## src/rtl/sram_ctrl_pkg.sv

```systemverilog
// Shared widths, FSM states and request payload for the SRAM port arbiter.
package sram_ctrl_pkg;

  localparam int unsigned ADDR_WIDTH_D = 6;
  localparam int unsigned DATA_WIDTH_D = 33;
  localparam int unsigned NUM_WMASKS_D = 4;

  typedef enum logic {
    INIT = 1'b0,
    RUN  = 1'b1
  } state_e;

  typedef struct packed {
    logic                    we;
    logic [NUM_WMASKS_D-1:0] wmask;
    logic                    spare_wen;
    logic [ADDR_WIDTH_D-1:0] addr;
    logic [DATA_WIDTH_D-1:0] wdata;
  } req_t;

endpackage

```

## src/rtl/sram_rr_arb.sv

```systemverilog
// Two-way round-robin arbiter: combinational grant, registered last-grant pointer.
module sram_rr_arb (
  input  logic       clk,
  input  logic       rst_n,
  input  logic       i_en,
  input  logic [1:0] i_req,
  output logic [1:0] o_gnt_c
);

  logic r_last;

  // On a tie the requester that did not win last time is granted.
  always_comb begin
    o_gnt_c = 2'b00;
    if (i_en) begin
      if (&i_req) o_gnt_c = r_last ? 2'b01 : 2'b10;
      else        o_gnt_c = i_req;
    end
  end

  always_ff @(posedge clk or negedge rst_n) begin
    if (!rst_n)        r_last <= 1'b1;
    else if (|o_gnt_c) r_last <= o_gnt_c[1];
  end

endmodule

```

## src/rtl/sram_port_arbiter.sv

```systemverilog
// Two-requester access controller for a 1RW OpenRAM macro port.
// Define SRAM_ARB_INIT_EN to zero-fill the array after reset before accepting requests.
module sram_port_arbiter
  import sram_ctrl_pkg::*;
#(
  parameter int unsigned ADDR_WIDTH = ADDR_WIDTH_D,
  parameter int unsigned DATA_WIDTH = DATA_WIDTH_D,
  parameter int unsigned NUM_WMASKS = NUM_WMASKS_D
) (
  input  logic                  clk,
  input  logic                  rst_n,
  input  logic                  r0_valid,
  output logic                  r0_ready,
  input  logic                  r0_we,
  input  logic [NUM_WMASKS-1:0] r0_wmask,
  input  logic                  r0_spare_wen,
  input  logic [ADDR_WIDTH-1:0] r0_addr,
  input  logic [DATA_WIDTH-1:0] r0_wdata,
  output logic                  r0_rvalid,
  output logic [DATA_WIDTH-1:0] r0_rdata,
  input  logic                  r1_valid,
  output logic                  r1_ready,
  input  logic                  r1_we,
  input  logic [NUM_WMASKS-1:0] r1_wmask,
  input  logic                  r1_spare_wen,
  input  logic [ADDR_WIDTH-1:0] r1_addr,
  input  logic [DATA_WIDTH-1:0] r1_wdata,
  output logic                  r1_rvalid,
  output logic [DATA_WIDTH-1:0] r1_rdata,
  output logic                  sram_csb0,
  output logic                  sram_web0,
  output logic [NUM_WMASKS-1:0] sram_wmask0,
  output logic                  sram_spare_wen0,
  output logic [ADDR_WIDTH-1:0] sram_addr0,
  output logic [DATA_WIDTH-1:0] sram_din0,
  input  logic [DATA_WIDTH-1:0] sram_dout0,
  output logic                  init_done
);

`ifdef SRAM_ARB_INIT_EN
  localparam state_e RESET_STATE = INIT;
`else
  localparam state_e RESET_STATE = RUN;
`endif

  state_e                r_state, w_state_nxt;
  logic [ADDR_WIDTH-1:0] r_init_cnt, w_init_cnt_nxt;
  logic                  r_init_done;
  logic                  r_csb0, w_csb0_nxt;
  logic                  r_web0, w_web0_nxt;
  logic [NUM_WMASKS-1:0] r_wmask0, w_wmask0_nxt;
  logic                  r_spare0, w_spare0_nxt;
  logic [ADDR_WIDTH-1:0] r_addr0, w_addr0_nxt;
  logic [DATA_WIDTH-1:0] r_din0, w_din0_nxt;
  logic                  w_push, w_push_own;
  logic                  r_t1_vld, r_t1_own, r_t2_vld, r_t2_own;
  logic                  r_rvalid0, r_rvalid1;
  logic [DATA_WIDTH-1:0] r_rdata0, r_rdata1;
  logic [1:0]            w_gnt;
  logic                  w_accept;
  req_t                  w_req0, w_req1, w_sel;

  sram_rr_arb u_arb (
    .clk     (clk),
    .rst_n   (rst_n),
    .i_en    (r_state == RUN),
    .i_req   ({r1_valid, r0_valid}),
    .o_gnt_c (w_gnt)
  );

  assign w_req0 = '{we: r0_we, wmask: NUM_WMASKS_D'(r0_wmask), spare_wen: r0_spare_wen,
                    addr: ADDR_WIDTH_D'(r0_addr), wdata: DATA_WIDTH_D'(r0_wdata)};
  assign w_req1 = '{we: r1_we, wmask: NUM_WMASKS_D'(r1_wmask), spare_wen: r1_spare_wen,
                    addr: ADDR_WIDTH_D'(r1_addr), wdata: DATA_WIDTH_D'(r1_wdata)};
  assign w_sel    = w_gnt[1] ? w_req1 : w_req0;
  assign w_accept = |w_gnt;

  // Next state, init sweep and macro pin values; idle cycles deselect but hold addr/data/mask.
  always_comb begin
    w_state_nxt    = r_state;
    w_init_cnt_nxt = r_init_cnt;
    w_csb0_nxt     = 1'b1;
    w_web0_nxt     = 1'b1;
    w_wmask0_nxt   = r_wmask0;
    w_spare0_nxt   = r_spare0;
    w_addr0_nxt    = r_addr0;
    w_din0_nxt     = r_din0;
    w_push         = 1'b0;
    w_push_own     = 1'b0;
    case (r_state)
      INIT: begin
        w_csb0_nxt     = 1'b0;
        w_web0_nxt     = 1'b0;
        w_wmask0_nxt   = '1;
        w_spare0_nxt   = 1'b1;
        w_addr0_nxt    = r_init_cnt;
        w_din0_nxt     = '0;
        w_init_cnt_nxt = ADDR_WIDTH'(r_init_cnt + 1'b1);
        if (r_init_cnt == '1) w_state_nxt = RUN;
      end
      RUN: begin
        if (w_accept) begin
          w_csb0_nxt   = 1'b0;
          w_web0_nxt   = !w_sel.we;
          w_wmask0_nxt = w_sel.we ? NUM_WMASKS'(w_sel.wmask) : '0;
          w_spare0_nxt = w_sel.we & w_sel.spare_wen;
          w_addr0_nxt  = ADDR_WIDTH'(w_sel.addr);
          w_din0_nxt   = DATA_WIDTH'(w_sel.wdata);
          w_push       = !w_sel.we;
          w_push_own   = w_gnt[1];
        end
      end
    endcase
  end

  always_ff @(posedge clk or negedge rst_n) begin
    if (!rst_n) begin
      r_state     <= RESET_STATE;
      r_init_cnt  <= '0;
      r_init_done <= (RESET_STATE == RUN);
      r_csb0      <= 1'b1;
      r_web0      <= 1'b1;
      r_wmask0    <= '0;
      r_spare0    <= 1'b0;
      r_addr0     <= '0;
      r_din0      <= '0;
    end else begin
      r_state     <= w_state_nxt;
      r_init_cnt  <= w_init_cnt_nxt;
      r_init_done <= (w_state_nxt == RUN);
      r_csb0      <= w_csb0_nxt;
      r_web0      <= w_web0_nxt;
      r_wmask0    <= w_wmask0_nxt;
      r_spare0    <= w_spare0_nxt;
      r_addr0     <= w_addr0_nxt;
      r_din0      <= w_din0_nxt;
    end
  end

  // Owner tag rides two stages so capture lines up with the macro's valid dout window.
  always_ff @(posedge clk or negedge rst_n) begin
    if (!rst_n) begin
      r_t1_vld  <= 1'b0;
      r_t1_own  <= 1'b0;
      r_t2_vld  <= 1'b0;
      r_t2_own  <= 1'b0;
      r_rvalid0 <= 1'b0;
      r_rvalid1 <= 1'b0;
      r_rdata0  <= '0;
      r_rdata1  <= '0;
    end else begin
      r_t1_vld  <= w_push;
      r_t1_own  <= w_push_own;
      r_t2_vld  <= r_t1_vld;
      r_t2_own  <= r_t1_own;
      r_rvalid0 <= r_t2_vld & !r_t2_own;
      r_rvalid1 <= r_t2_vld & r_t2_own;
      if (r_t2_vld & !r_t2_own) r_rdata0 <= sram_dout0;
      if (r_t2_vld & r_t2_own)  r_rdata1 <= sram_dout0;
    end
  end

  assign r0_ready        = w_gnt[0];
  assign r1_ready        = w_gnt[1];
  assign r0_rvalid       = r_rvalid0;
  assign r1_rvalid       = r_rvalid1;
  assign r0_rdata        = r_rdata0;
  assign r1_rdata        = r_rdata1;
  assign sram_csb0       = r_csb0;
  assign sram_web0       = r_web0;
  assign sram_wmask0     = r_wmask0;
  assign sram_spare_wen0 = r_spare0;
  assign sram_addr0      = r_addr0;
  assign sram_din0       = r_din0;
  assign init_done       = r_init_done;

endmodule

```

## config.mk

```make
export PLATFORM = sky130hd
export DESIGN_NAME = sram_port_arbiter
export DESIGN_NICKNAME = d
export VERILOG_FILES = /design/src/rtl/sram_ctrl_pkg.sv /design/src/rtl/sram_rr_arb.sv /design/src/rtl/sram_port_arbiter.sv
export SDC_FILE = /design/constraint.sdc
export NUM_CORES = 1
export LEC_CHECK = 0
export CORE_MARGIN = 1.5
export CORE_UTILIZATION = 39
export CTS_BUF_LIST = sky130_fd_sc_hd__clkbuf_2
export CTS_CLUSTER_SIZE = 10
export DETAILED_ROUTE_END_ITERATION = 16
export GPL_ROUTABILITY_DRIVEN = 0
export HOLD_SLACK_MARGIN = 0.08
export PLACE_DENSITY = 0.81
export RECOVER_POWER = 100
export SKIP_CTS_REPAIR_TIMING = 1
export SYNTH_ARGS = -nofsm -noshare
export SYNTH_HDL_FRONTEND = slang
export SYNTH_SLANG_ARGS = --single-unit
```

## constraint.sdc

```tcl
create_clock -name clk -period 2.01 [get_ports clk]
set_clock_uncertainty 0.1 [all_clocks]
set_input_delay 0.201 -clock clk [delete_from_list [all_inputs] [get_ports clk]]
set_output_delay 0.201 -clock clk [all_outputs]
set_load 0.03 [all_outputs]
```

# Word level (Yosys, flattened, before mapping)

Index checks and enable logic that the tools add are counted.

Flip-flop bits (word level): 126
Bits of input ports: 127
Logic and storage cells: 51

Equal/unequal tests: 2
Bitwise operators: 4
$add $sub $neg: 1
Reductions and logical operators: 4
Mux-type cells: 23

Operator list:

| operator              | count |
|---|---|
| $pmux W33 S2          | 1 |
| $mux W45              | 1 |
| $mux W33              | 1 |
| $pmux W6 S2           | 1 |
| $mux W1               | 9 |
| $mux W4               | 2 |
| $pmux W4 S2           | 1 |
| $add A6 B1 Y6 const B | 1 |
| $eq A6 B6 Y1 const B  | 1 |
| $mux W2               | 3 |
| $mux W6               | 1 |
| $pmux W1 S2           | 3 |
| $and A1 B1 Y1         | 3 |
| $logic_not A1 Y1      | 2 |
| $ne A2 B1 Y1 const B  | 1 |
| $reduce_and A2 Y1     | 1 |
| $reduce_or A2 Y1      | 1 |
| $not A1 Y1            | 1 |

# Logic depth before layout (Yosys ltp)

Gate-level depths: netlist of run 1.

Depth after elaboration: 7
Gate-level depth with buffers: 6
Gate-level depth less buffers: 5

# Cells and area by module

From an unflattened synthesis of run 1, not the netlist that was laid out.

Cell total of the unflattened synthesis: 397
Area total of the unflattened synthesis: 5398.9 µm²

Modules (own cells, without submodules):

| module            | instances | sequential area each (µm²) | area each (µm²) | cells each |
|---|---|---|---|---|
| sram_port_arbiter | 1         | 3131.8                     | 5336.4          | 389 |
| sram_rr_arb       | 1         | 26.3                       | 62.6            | 8 |

# Worst setup path after synthesis of run 1

Ideal clock, no wire load.

Kind: flip-flop to flip-flop
Start point: register init_done (netlist name)
End point: register r_spare0, in the netlist sram_spare_wen0
Setup time: 0.095 ns
Stages on the path, launching flop included: 7
Setup slack: 0.384 ns
Arrival time: 1.431 ns
Cells stage by stage: dfstp_2 > buf_6 > nand3_2 > buf_6 > inv_2 > nor3b_1 > o31ai_1

RTL lines:

| item                   | RTL line                 | RTL |
|---|---|---|
| end signal: assignment | sram_port_arbiter.sv:134 | `r_spare0 <= w_spare0_nxt;` |
| end: declaration       | sram_port_arbiter.sv:52  | `logic r_spare0, w_spare0_nxt;` |

==> impl_results.md, run 1 <==
* Post-Layout Cell Count at 962
* Synthesized cell area at 5230 sq um
* Final setup violation count at 3
* Fin crit period at 2.12 ns
* Final instance area at 9650 sq um
* Post-synthesis compound-gate area fraction at 0.0543
* H-tree levels at 4
* Setup_tns at -0.215 ns
* Hold_sp: r0_wdata[24]
* Area after DPL at 7890 sq um
* Peak supply drop at 0.310 mV
* Hold Violations, Final at 0
* First-pass DRT Iterations at 4
* GRT overflow at 0
* Detailed placer's ending HPWL at 10500 microns
* Critical Path Source Type: flip-flop
* Yosys cell types at 31
* Synth Register Bits at 126
* Largest net degree at the start of global routing at 54
* Adder-cell share of the synthesized area at 0.00239
* Multiplexer share of the synthesized area at 0.219
* Worst-path fanout max at 5
* Synth warnings at 0
* Status: finished with violations
* Sink Count at 126
* FP Rows at 42
* Die X at 119 microns
* Final WS setup at -0.109 ns
* CTS tree: yes
* Core Util, Final at 0.731
* Nets at 899
* Clk buf depth at 2
* Lkg Pwr at 0.00598 uW
* CP arrival at 1.82 ns
* Period utilization at 1.05
* CTS Buf Count at 17
* Fillers at 794
* Final number of max-transition violations at 0
* CP required at 1.71 ns
* Share of the yosys chip area belonging to registers at 0.604
* Critical Path End Type: primary output
* WHS Endpoint: sram_din0[24]$_DFFE_PN0P_
* FF-to-FF Start: r_t2_own$_DFF_PN0_
* GRT Total Usage at 0.207
* Share of cells above drive strength 1 at 0.0893
* PwrDens at 504 nW/um^2
* Unrepaired setup endpoints after global routing: yes
* Die area at 14100 sq um
* Syn_nets at 523
* P&R area growth vs syn at 84.5%
* Clock root cell: clkbuf_2
* Failing checks: negative setup slack
* Initial antenna violation count at 2
* Routed vias at 4759
* Slew HR at 0.309
* Core ar. at 13200 sq um
* Worst r2r path cells at 3
* Synth area leader: dfrtp_1
* Yosys top cell area share at 0.584
* Iter 0 DRT Violations at 251
* Hold path cells at 3
* Design Power at 4860 uW
* RR Endpoint: r0_rdata[0]$_DFFE_PN0P_
* Simple-gate share of the synthesized area at 0.0739
* CP startpoint: init_done$_DFF_PN1_
* Max-Cap Viols at 0
* CTS clk-pin slew, worst paths at 0.17 ns
* Largest family of logic cells by synthesized area: multiplexers
* Flop-to-flop setup slack at 0.06 ns
* Fmax at 472 MHz
* Chip Height at 119 microns
* Vias in the first global route at 4316
* Buffers on Ports at 243
* Synth Instances at 395
* Placed cells at 800
* Final wirelength at 17400 microns
* Avg Inst Size Synth at 13.2 sq um
* Critical path class: reg -> out
* Vias/cell at 4.95
* Hold WC Path Type: in -> reg
* Post-synthesis xor/xnor area fraction at 0.00837
* DRC violations left at 0
* Post-DR wirelength/cell at 18.1 microns
* Clk_lat worst skew at 0.68 ns
* Top cells by area, synth: dfrtp_1 (58%), mux2_1 (14%), mux2i_1 (7.5%)
* Initial Util at 0.397
* Antenna Violating Nets Remaining at 0
* Slew at the pin with the worst max-slew slack at 1.04 ns
* Num ports at 244
* First-pass GRT wire length at 22600 microns
[final cells by class]
type | count | area (sq um) | share of cell area
antenna | 2 | 5.00 | 0.000519
clock buffer | 18 | 90.1 | 0.00934
clock inverter | 14 | 143 | 0.0148
inverter | 6 | 25.0 | 0.00259
multi-input combinational | 235 | 1900 | 0.197
sequential | 126 | 3160 | 0.327
tap | 176 | 220 | 0.0228
timing repair buffer | 385 | 4110 | 0.426
[worst max-delay path, stage by stage (launching register included)]
cell and delay (ns):
dfstp_2 0.64, buf_6 0.12, buf_8 0.10, and3_1 0.16, buf_6 0.14
[synth_stat cells]
cell      count
dfrtp_1     122
mux2_1       67
nand3_1      40
mux2i_1      39
o21ai_1      37
buf_2        17
nand2_1       9
clkbuf_1      6
nor2_1        6
inv_1         5
nor3b_1       5
o31ai_1       5
xnor2_1       5
dfstp_2       4
a21oi_1       3
nor2b_1       3
o221ai_1      3
and2_1        2
and3_1        2
buf_12        2
buf_6         2
nand2b_1      2
a211oi_2      1
buf_4         1
ha_1          1
inv_2         1
nand3_2       1
nand4_1       1
nor2b_4       1
o21bai_1      1
or3_1         1
[per-stage QoR]
| step | hold slack [ns] | setup WS (ns) |
|---|---|---|
| 2_1_floorplan | -0.195 | 0.384 |
| 3_3_place_gp | 0.0804 | 0.244 |
| 3_5_place_dp | 0.0889 | 0.195 |
| 4_1_cts | -0.736 | -0.438 |
| 5_1_grt | 0.0873 | -0.235 |
| 6_report | 0.0972 | -0.109 |
[power breakdown]
part | total, uW | switching (uW) | internal, uW
clock network | 1560 | 984 | 574
registers | 2590 | 17.4 | 2570
logic | 717 | 266 | 450
[placed cells by master (no fill, tap or decap), drive strengths merged, types with 3 or more instances in the layout]
master,instances
nor2b,4
xnor2,5
mux2i,39
nor3b,5
dlymetal6s2s,114
buf,22
nand2,9
dlygate4sd3,117
clkinv,8
nand3,41
o31ai,5
dfrtp,122
o221ai,3
inv,8
clkdlybuf4s50,125
clkbuf,25
a21oi,3
dfstp,4
nor2,6
o21ai,37
mux2,67
[routing by layer]
metal  vias up  wire, microns  GRT usage
li1       2174              -          -
met1      2313           6820      0.238
met2       242           8980      0.361
met3        30           1200     0.0772
met4         0            393     0.0572
met5         -              0          0
[worst max-delay path by stage]
| stage | endpoint | cells after the start | slack [ns] |
|---|---|---|---|
| finish | r0_ready | 4 | -0.11 |
| global route | r1_ready | 5 | -0.23 |
| CTS | r1_ready | 4 | -0.44 |
| detailed placement | sram_din0[18]$_DFFE_PN0P_ | 5 | 0.19 |
| global placement | r1_ready | 5 | 0.24 |
| floorplan | sram_spare_wen0$_DFFE_PN0P_ | 6 | 0.38 |
[cell families (layout without fill, tap and decap cells)]
logic type / Yosys count / in the layout
fa+ha+maj: 1 / 1
flops: 126 / 126
buf+inv: 34 / 423
other cells: 0 / 2
xor+xnor: 5 / 5
compound gates: 50 / 50
simple gates: 73 / 73
mux: 106 / 106
[state kept, by name (all words and copies together) (netlist names), 4 cells and up]
name,count
sram_wmask0,4
sram_din0,33
r0_rdata,33
r_init_cnt,6
r1_rdata,33
sram_addr0,6
No activity file was read; power rests on OpenSTA's default activity.
==> inputs of run 2 (changes only) <==
- CORE_MARGIN: 1.5 -> unset
- GPL_TIMING_DRIVEN: unset -> 0
==> run 2 against run 1 <==
Compared with the run above:
- the run still ends with negative setup slack left
- total power increased by 7.5%
- first-iteration DRC count increased by 11%
- flip-flop and latch count unchanged
- final area increased by 0.39%
- utilization increased by 2.4 points
- routed wire length increased by 3.1%
- worst setup slack got worse by 0.11 ns
- critical endpoint is now r1_ready
- global-route usage increased by 1.0 points
==> impl_results.md, run 2 (synthesized netlist as in run 1, its figures left out) <==
* Status: finished with violations
* Failing checks: negative setup slack
* Clk buf depth at 2 (unchanged)
* Vias/cell at 5.01 (+1.2%)
* CP required at 1.71 ns (about the same)
* Initial Util at 0.408 (+0.0113)
* GRT overflow at 0 (unchanged)
* Clock Power Share at 0.370 (+0.050)
* Setup_tns at -0.356 ns (-0.141 ns)
* Flop-to-flop setup slack at 0.10 ns (+0.04 ns)
* Combinational Power Share at 0.135 (-0.012)
* CTS clk-pin slew, worst paths at 0.21 ns (+0.04 ns)
* Switching share of power at 0.242 (-0.0188)
* Most frequent cells in the layout: clkdlybuf4s50_1 (125), dfrtp_1 (122), dlymetal6s2s_1 (115)
* Met2 routed WL at 9270 microns (+3.2%)
* Chip Height at 118 microns (-0.84%)
* P&R area growth vs syn at 85.2%
* CTS Buf Count at 17 (unchanged)
* First-pass GRT wire length at 23400 microns (+3.5%)
* GRT Total Usage at 0.217 (+0.0104)
* Slew at the pin with the worst max-slew slack at 0.911 ns (-0.126 ns)
* Sink Count at 126 (unchanged)
* Met3 WL at 1110 microns (-7.9%)
* CP cell instances: nand2_1 -> nand3_4 -> buf_12 -> inv_4 -> buf_6
* Sw power at 1270 uW (-0.21%)
* CTS tree: yes
* Fin crit period at 2.22 ns (+0.105 ns)
* Worst-path fanout max at 10 (+5)
* WHS Endpoint: sram_din0[9]$_DFFE_PN0P_
* Placed cells at 811 (+1.4%)
* Critical Path End Type: primary output
* Flop pwr share at 0.495 (-0.037)
* Clk_lat worst skew at 0.69 ns (about the same)
* Hold_sp: r1_wdata[9]
* Max Used Layer: met4
* Die X at 118 microns (-0.84%)
* Hold Violations, Final at 0 (unchanged)
* Max incr delay on CP at 0.59 ns (-0.05 ns)
* Initial antenna violation count at 1 (-1)
* Critical path buffers and inverters at 3 (unchanged)
* M1 WL at 7020 microns (+3.0%)
* Final number of max-transition violations at 0 (unchanged)
* Largest net degree at the start of global routing at 66 (+22%)
* Final wirelength at 17900 microns (+3.1%)
* Iter 0 DRT Violations at 279 (+11%)
* DRC violations left at 0 (unchanged)
* Design Power at 5230 uW (+7.5%)
* Final WS setup at -0.214 ns (-0.105 ns)
* H-tree levels at 4 (unchanged)
* Final setup violation count at 2 (-1)
* Internal at 3970 uW (+10%)
* Hold path cells at 3 (unchanged)
* Max-Cap Viols at 0 (unchanged)
* RR Endpoint: r0_rdata[27]$_DFFE_PN0P_
* Core Util, Final at 0.755 (+0.0238)
* Top delay family on crit path: flip-flops
* Crit-path slowest cell: dfstp_2
* Post-Layout Cell Count at 960 (-0.21%)
* Worst r2r path cells at 4 (+1)
* FP Rows at 41 (-2.4%)
* PwrDens at 540 nW/um^2 (+7.1%)
* Critical path class: reg -> out
* Nets at 902 (+0.33%)
* Num ports at 244 (unchanged)
* Routed vias at 4808 (+1.0%)
* First-pass DRT Iterations at 4 (unchanged)
* Hold WC Path Type: in -> reg
* Detailed placer's ending HPWL at 11100 microns (+5.4%)
* Die area at 13900 sq um (-1.7%)
* Antenna Violating Nets Remaining at 0 (unchanged)
* Slew HR at 0.393 (+0.0837)
* Post-DR wirelength/cell at 18.7 microns (+3.4%)
* CP arrival at 1.92 ns (+0.10 ns)
* Buffers on Ports at 243 (unchanged)
* Vias in the first global route at 4597 (+6.5%)
* Peak supply drop at 0.326 mV (+5.0%)
* Lkg Pwr at 0.00601 uW (+0.39%)
* FF-to-FF Start: r_t2_own$_DFF_PN0_
* Fmax at 450 MHz (-4.7%)
* Commonest non-fill, non-tap cell in the layout: clkdlybuf4s50_1
* Unrepaired setup endpoints after global routing: yes
* Period utilization at 1.11 (+0.0523)
* Clock root cell: clkbuf_2
* Core ar. at 12800 sq um (-2.8%)
* Critical Path Source Type: flip-flop
* Share of cells above drive strength 1 at 0.0851 (-0.00415)
[run 2: changes by cell type in the layout (fill, tap and decap cells not counted), sizes merged]
| cell | before | now |
|---|---|---|
| clkinv | 8 | 7 |
| inv | 8 | 7 |
| buf | 22 | 26 |
| diode | 2 | 1 |
| clkinvlp | 2 | 1 |
| dlymetal6s2s | 114 | 115 |
| dlygate4sd3 | 117 | 111 |
| bufinv | 2 | 5 |
| clkbuf | 25 | 29 |
[run 2: tightest hold or removal path, cell delays in order]
cell and delay [ns]:
clkdlybuf4s50_1 0.39, mux2i_1 0.14, o21ai_1 0.08
[run 2: area by class of cell]
type / instances / area [sq um]
timing repair buffer: 360 / 3900
sequential: 126 / 3160
fill: 762 / 3140
multi-input combinational: 235 / 1880
clock inverter: 14 / 215
tap: 172 / 215
buffer: 28 / 195
clock buffer: 18 / 90.1
inverter: 6 / 25.0
antenna: 1 / 2.50
[run 2: power by group through the flow]
stage               Clock, uW  Sequential (uW)  Combinational [uW]
finish                   1940             2590                 706
CTS                      1980             2590                 522
floorplan                   0             2700                49.6
detailed placement          0             2640                 519
global route             2090             2590                 747
global placement            0             2630                 501
[run 2: per-layer routing]
layer / track usage / vias up
met1: 0.249 / 2362
met4: 0.0938 / 0
met2: 0.376 / 229
met3: 0.0635 / 49
li1: - / 2168
met5: 0 / -
[run 2: worst max-delay path by stage]
stage               slack [ns]                           to  cells past startpoint                startpoint
floorplan                 0.38  sram_spare_wen0$_DFFE_PN0P_                      6       init_done$_DFF_PN1_
global placement         -3.97    sram_din0[28]$_DFFE_PN0P_                      1                     rst_n
detailed placement       -0.26                     r1_ready                      6                  r0_valid
CTS                      -0.93                     r1_ready                      5       init_done$_DFF_PN1_
global route             -0.33                     r1_ready                      5  u_arb.r_last$_DFFE_PN1P_
finish                   -0.21                     r1_ready                      5  u_arb.r_last$_DFFE_PN1P_
[run 2: stage by stage]
stage	hold WS, ns	worst slack [ns]	area [sq um]
after floorplan	-0.195	0.384	5230
after global placement	0.236	-3.97	7880
after detailed placement	0.124	-0.263	7910
after CTS	-0.672	-0.930	8210
after global routing	0.0871	-0.325	9690
final	0.0559	-0.214	9690
==> inputs of run 3 (changes only) <==
- CELL_PAD_IN_SITES_DETAIL_PLACEMENT: unset -> 1
- CELL_PAD_IN_SITES_GLOBAL_PLACEMENT: unset -> 1
- CORE_UTILIZATION: 39 -> 33
- PLACE_DENSITY: 0.81 -> 0.87
==> run 3 against run 2 <==
Compared with the run above:
- the run still ends with negative setup slack left
- highest routed layer unchanged
- utilization shrank 13 points
- first-iteration DRC count shrank 15%
- total power shrank 0.31%
==> impl_results.md, run 3 (synthesized netlist as in run 1, its figures left out) <==
* Status: finished with violations
* Failing checks: negative setup slack
* Core Util, Final at 0.627 (-0.129)
* CP arrival at 1.90 ns (-0.02 ns)
* Fmax at 453 MHz (+0.83%)
* Max-Cap Viols at 0 (unchanged)
* GRT overflow at 0 (unchanged)
* Post-Layout Cell Count at 988 (+2.9%)
* Share of cells above drive strength 1 at 0.0889 (+0.00378)
* Commonest non-fill, non-tap cell in the layout: clkdlybuf4s50_1
* Buffers on Ports at 243 (unchanged)
* Post-DR wirelength/cell at 23.3 microns (+25%)
* Hold_sp: r1_wdata[16]
* Hold WC Path Type: in -> reg
* Max incr delay on CP at 0.60 ns (about the same)
* PwrDens at 543 nW/um^2 (+0.61%)
* Largest net degree at the start of global routing at 74 (+12%)
* H-tree levels at 4 (unchanged)
* Lkg Pwr at 0.00595 uW (-1.0%)
* Unrepaired setup endpoints after global routing: yes
* Clk_lat worst skew at 0.70 ns (about the same)
* Fin crit period at 2.21 ns (-0.0183 ns)
* CP required at 1.71 ns (about the same)
* P&R area growth vs syn at 83.5%
* Final setup violation count at 11 (+9)
* GRT Total Usage at 0.214 (-0.00318)
* Nets at 891 (-1.2%)
* CP cell instances: buf_8 -> nand3_4 -> buf_12 -> inv_4 -> buf_4
* Detailed placer's ending HPWL at 13300 microns (+19%)
* Top delay family on crit path: flip-flops
* Critical Path End Type: primary output
* Routed vias at 4845 (+0.77%)
* CTS Buf Count at 17 (unchanged)
* Num ports at 244 (unchanged)
* Vias in the first global route at 4625 (+0.61%)
* Placed cells at 850 (+4.8%)
* Chip Height at 128 microns (+8.6%)
* First-pass DRT Iterations at 5 (+1)
* Critical path class: reg -> out
* Antenna Violating Nets Remaining at 0 (unchanged)
* Crit-path slowest cell: dfstp_2
* Vias/cell at 4.90 (-2.1%)
* Slew HR at 0.123 (-0.269)
* Iter 0 DRT Violations at 237 (-15%)
* Final WS setup at -0.196 ns (+0.0183 ns)
* Worst-path fanout max at 7 (-3)
* Critical Path Source Type: flip-flop
* FF-to-FF Start: r_t2_vld$_DFF_PN0_
* Critical path buffers and inverters at 4 (+1)
* Period utilization at 1.10 (-0.00909)
* Die area at 16400 sq um (+18%)
* Clk buf depth at 2 (unchanged)
* Sink Count at 126 (unchanged)
* Most frequent cells in the layout: clkdlybuf4s50_1 (125), dfrtp_1 (122), dlymetal6s2s_1 (115)
* Die X at 128 microns (+8.6%)
* Core ar. at 15300 sq um (+19%)
* Final wirelength at 23000 microns (+28%)
* Final number of max-transition violations at 0 (unchanged)
* CP startpoint: init_done$_DFF_PN1_
* Setup_tns at -1.20 ns (-0.840 ns)
* CTS tree: yes
* FP Rows at 45 (+9.8%)
* Pre-CTS WS at -0.324 ns (-0.0610 ns)
* Initial Util at 0.342 (-0.0663)
* Peak supply drop at 0.405 mV (+24%)
* DRC violations left at 0 (unchanged)
* Design Power at 5220 uW (-0.31%)
* Slew at the pin with the worst max-slew slack at 1.32 ns (+0.404 ns)
* Hold Violations, Final at 0 (unchanged)
* CTS clk-pin slew, worst paths at 0.19 ns (-0.02 ns)
* First-pass GRT wire length at 26100 microns (+11%)
* Clock root cell: clkbuf_2
* Initial antenna violation count at 1 (unchanged)
[run 3: metal layers]
| metal | vias up | part of all wire | global-route usage |
|---|---|---|---|
| li1 | 2136 | - | - |
| met1 | 2445 | 0.38 | 0.237 |
| met2 | 222 | 0.52 | 0.382 |
| met3 | 42 | 0.069 | 0.0672 |
| met4 | 0 | 0.029 | 0.0837 |
| met5 | - | 0 | 0 |
[run 3: tightest hold or removal path, cell delays in order]
cell and delay, ns:
clkdlybuf4s50_1 0.40, mux2i_1 0.17, o21ai_1 0.09
[run 3: stage by stage]
| stage | hold WS (ns) | instance area [sq um] |
|---|---|---|
| 4_1_cts | -0.734 | 8240 |
| 3_3_place_gp | 0.236 | 7930 |
| 3_5_place_dp | 0.0966 | 7960 |
| 5_1_grt | 0.0517 | 9600 |
| 6_report | 0.101 | 9600 |
| 2_1_floorplan | -0.195 | 5230 |
[run 3: final timing paths]
| kind | cells past startpoint | slack, ns | to |
|---|---|---|---|
| worst min-delay path | 3 | 0.10 | sram_din0[16]$_DFFE_PN0P_ |
| max in group asynchronous | 4 | 0.07 | init_done$_DFF_PN1_ |
| worst max-delay path | 5 | -0.20 | r1_ready |
| worst max register to register | 4 | -0.14 | r0_rdata[28]$_DFFE_PN0P_ |
| worst min register to register | 0 | 0.27 | r_t2_vld$_DFF_PN0_ |
| min in group asynchronous | 3 | 0.68 | r1_rdata[4]$_DFFE_PN0P_ |
[run 3: final cells by class]
class,count,area (sq um)
buffer,28,198
inverter,6,25.0
sequential,126,3160
antenna,1,2.50
clock buffer,18,90.1
tap,211,264
timing repair buffer,349,3780
fill,1500,5720
clock inverter,14,191
multi-input combinational,235,1880
[run 3: power by group]
part	total, uW	switching [uW]	internal [uW]
combinational	709	278	431
clock	1910	1090	824
sequential	2600	22.2	2570
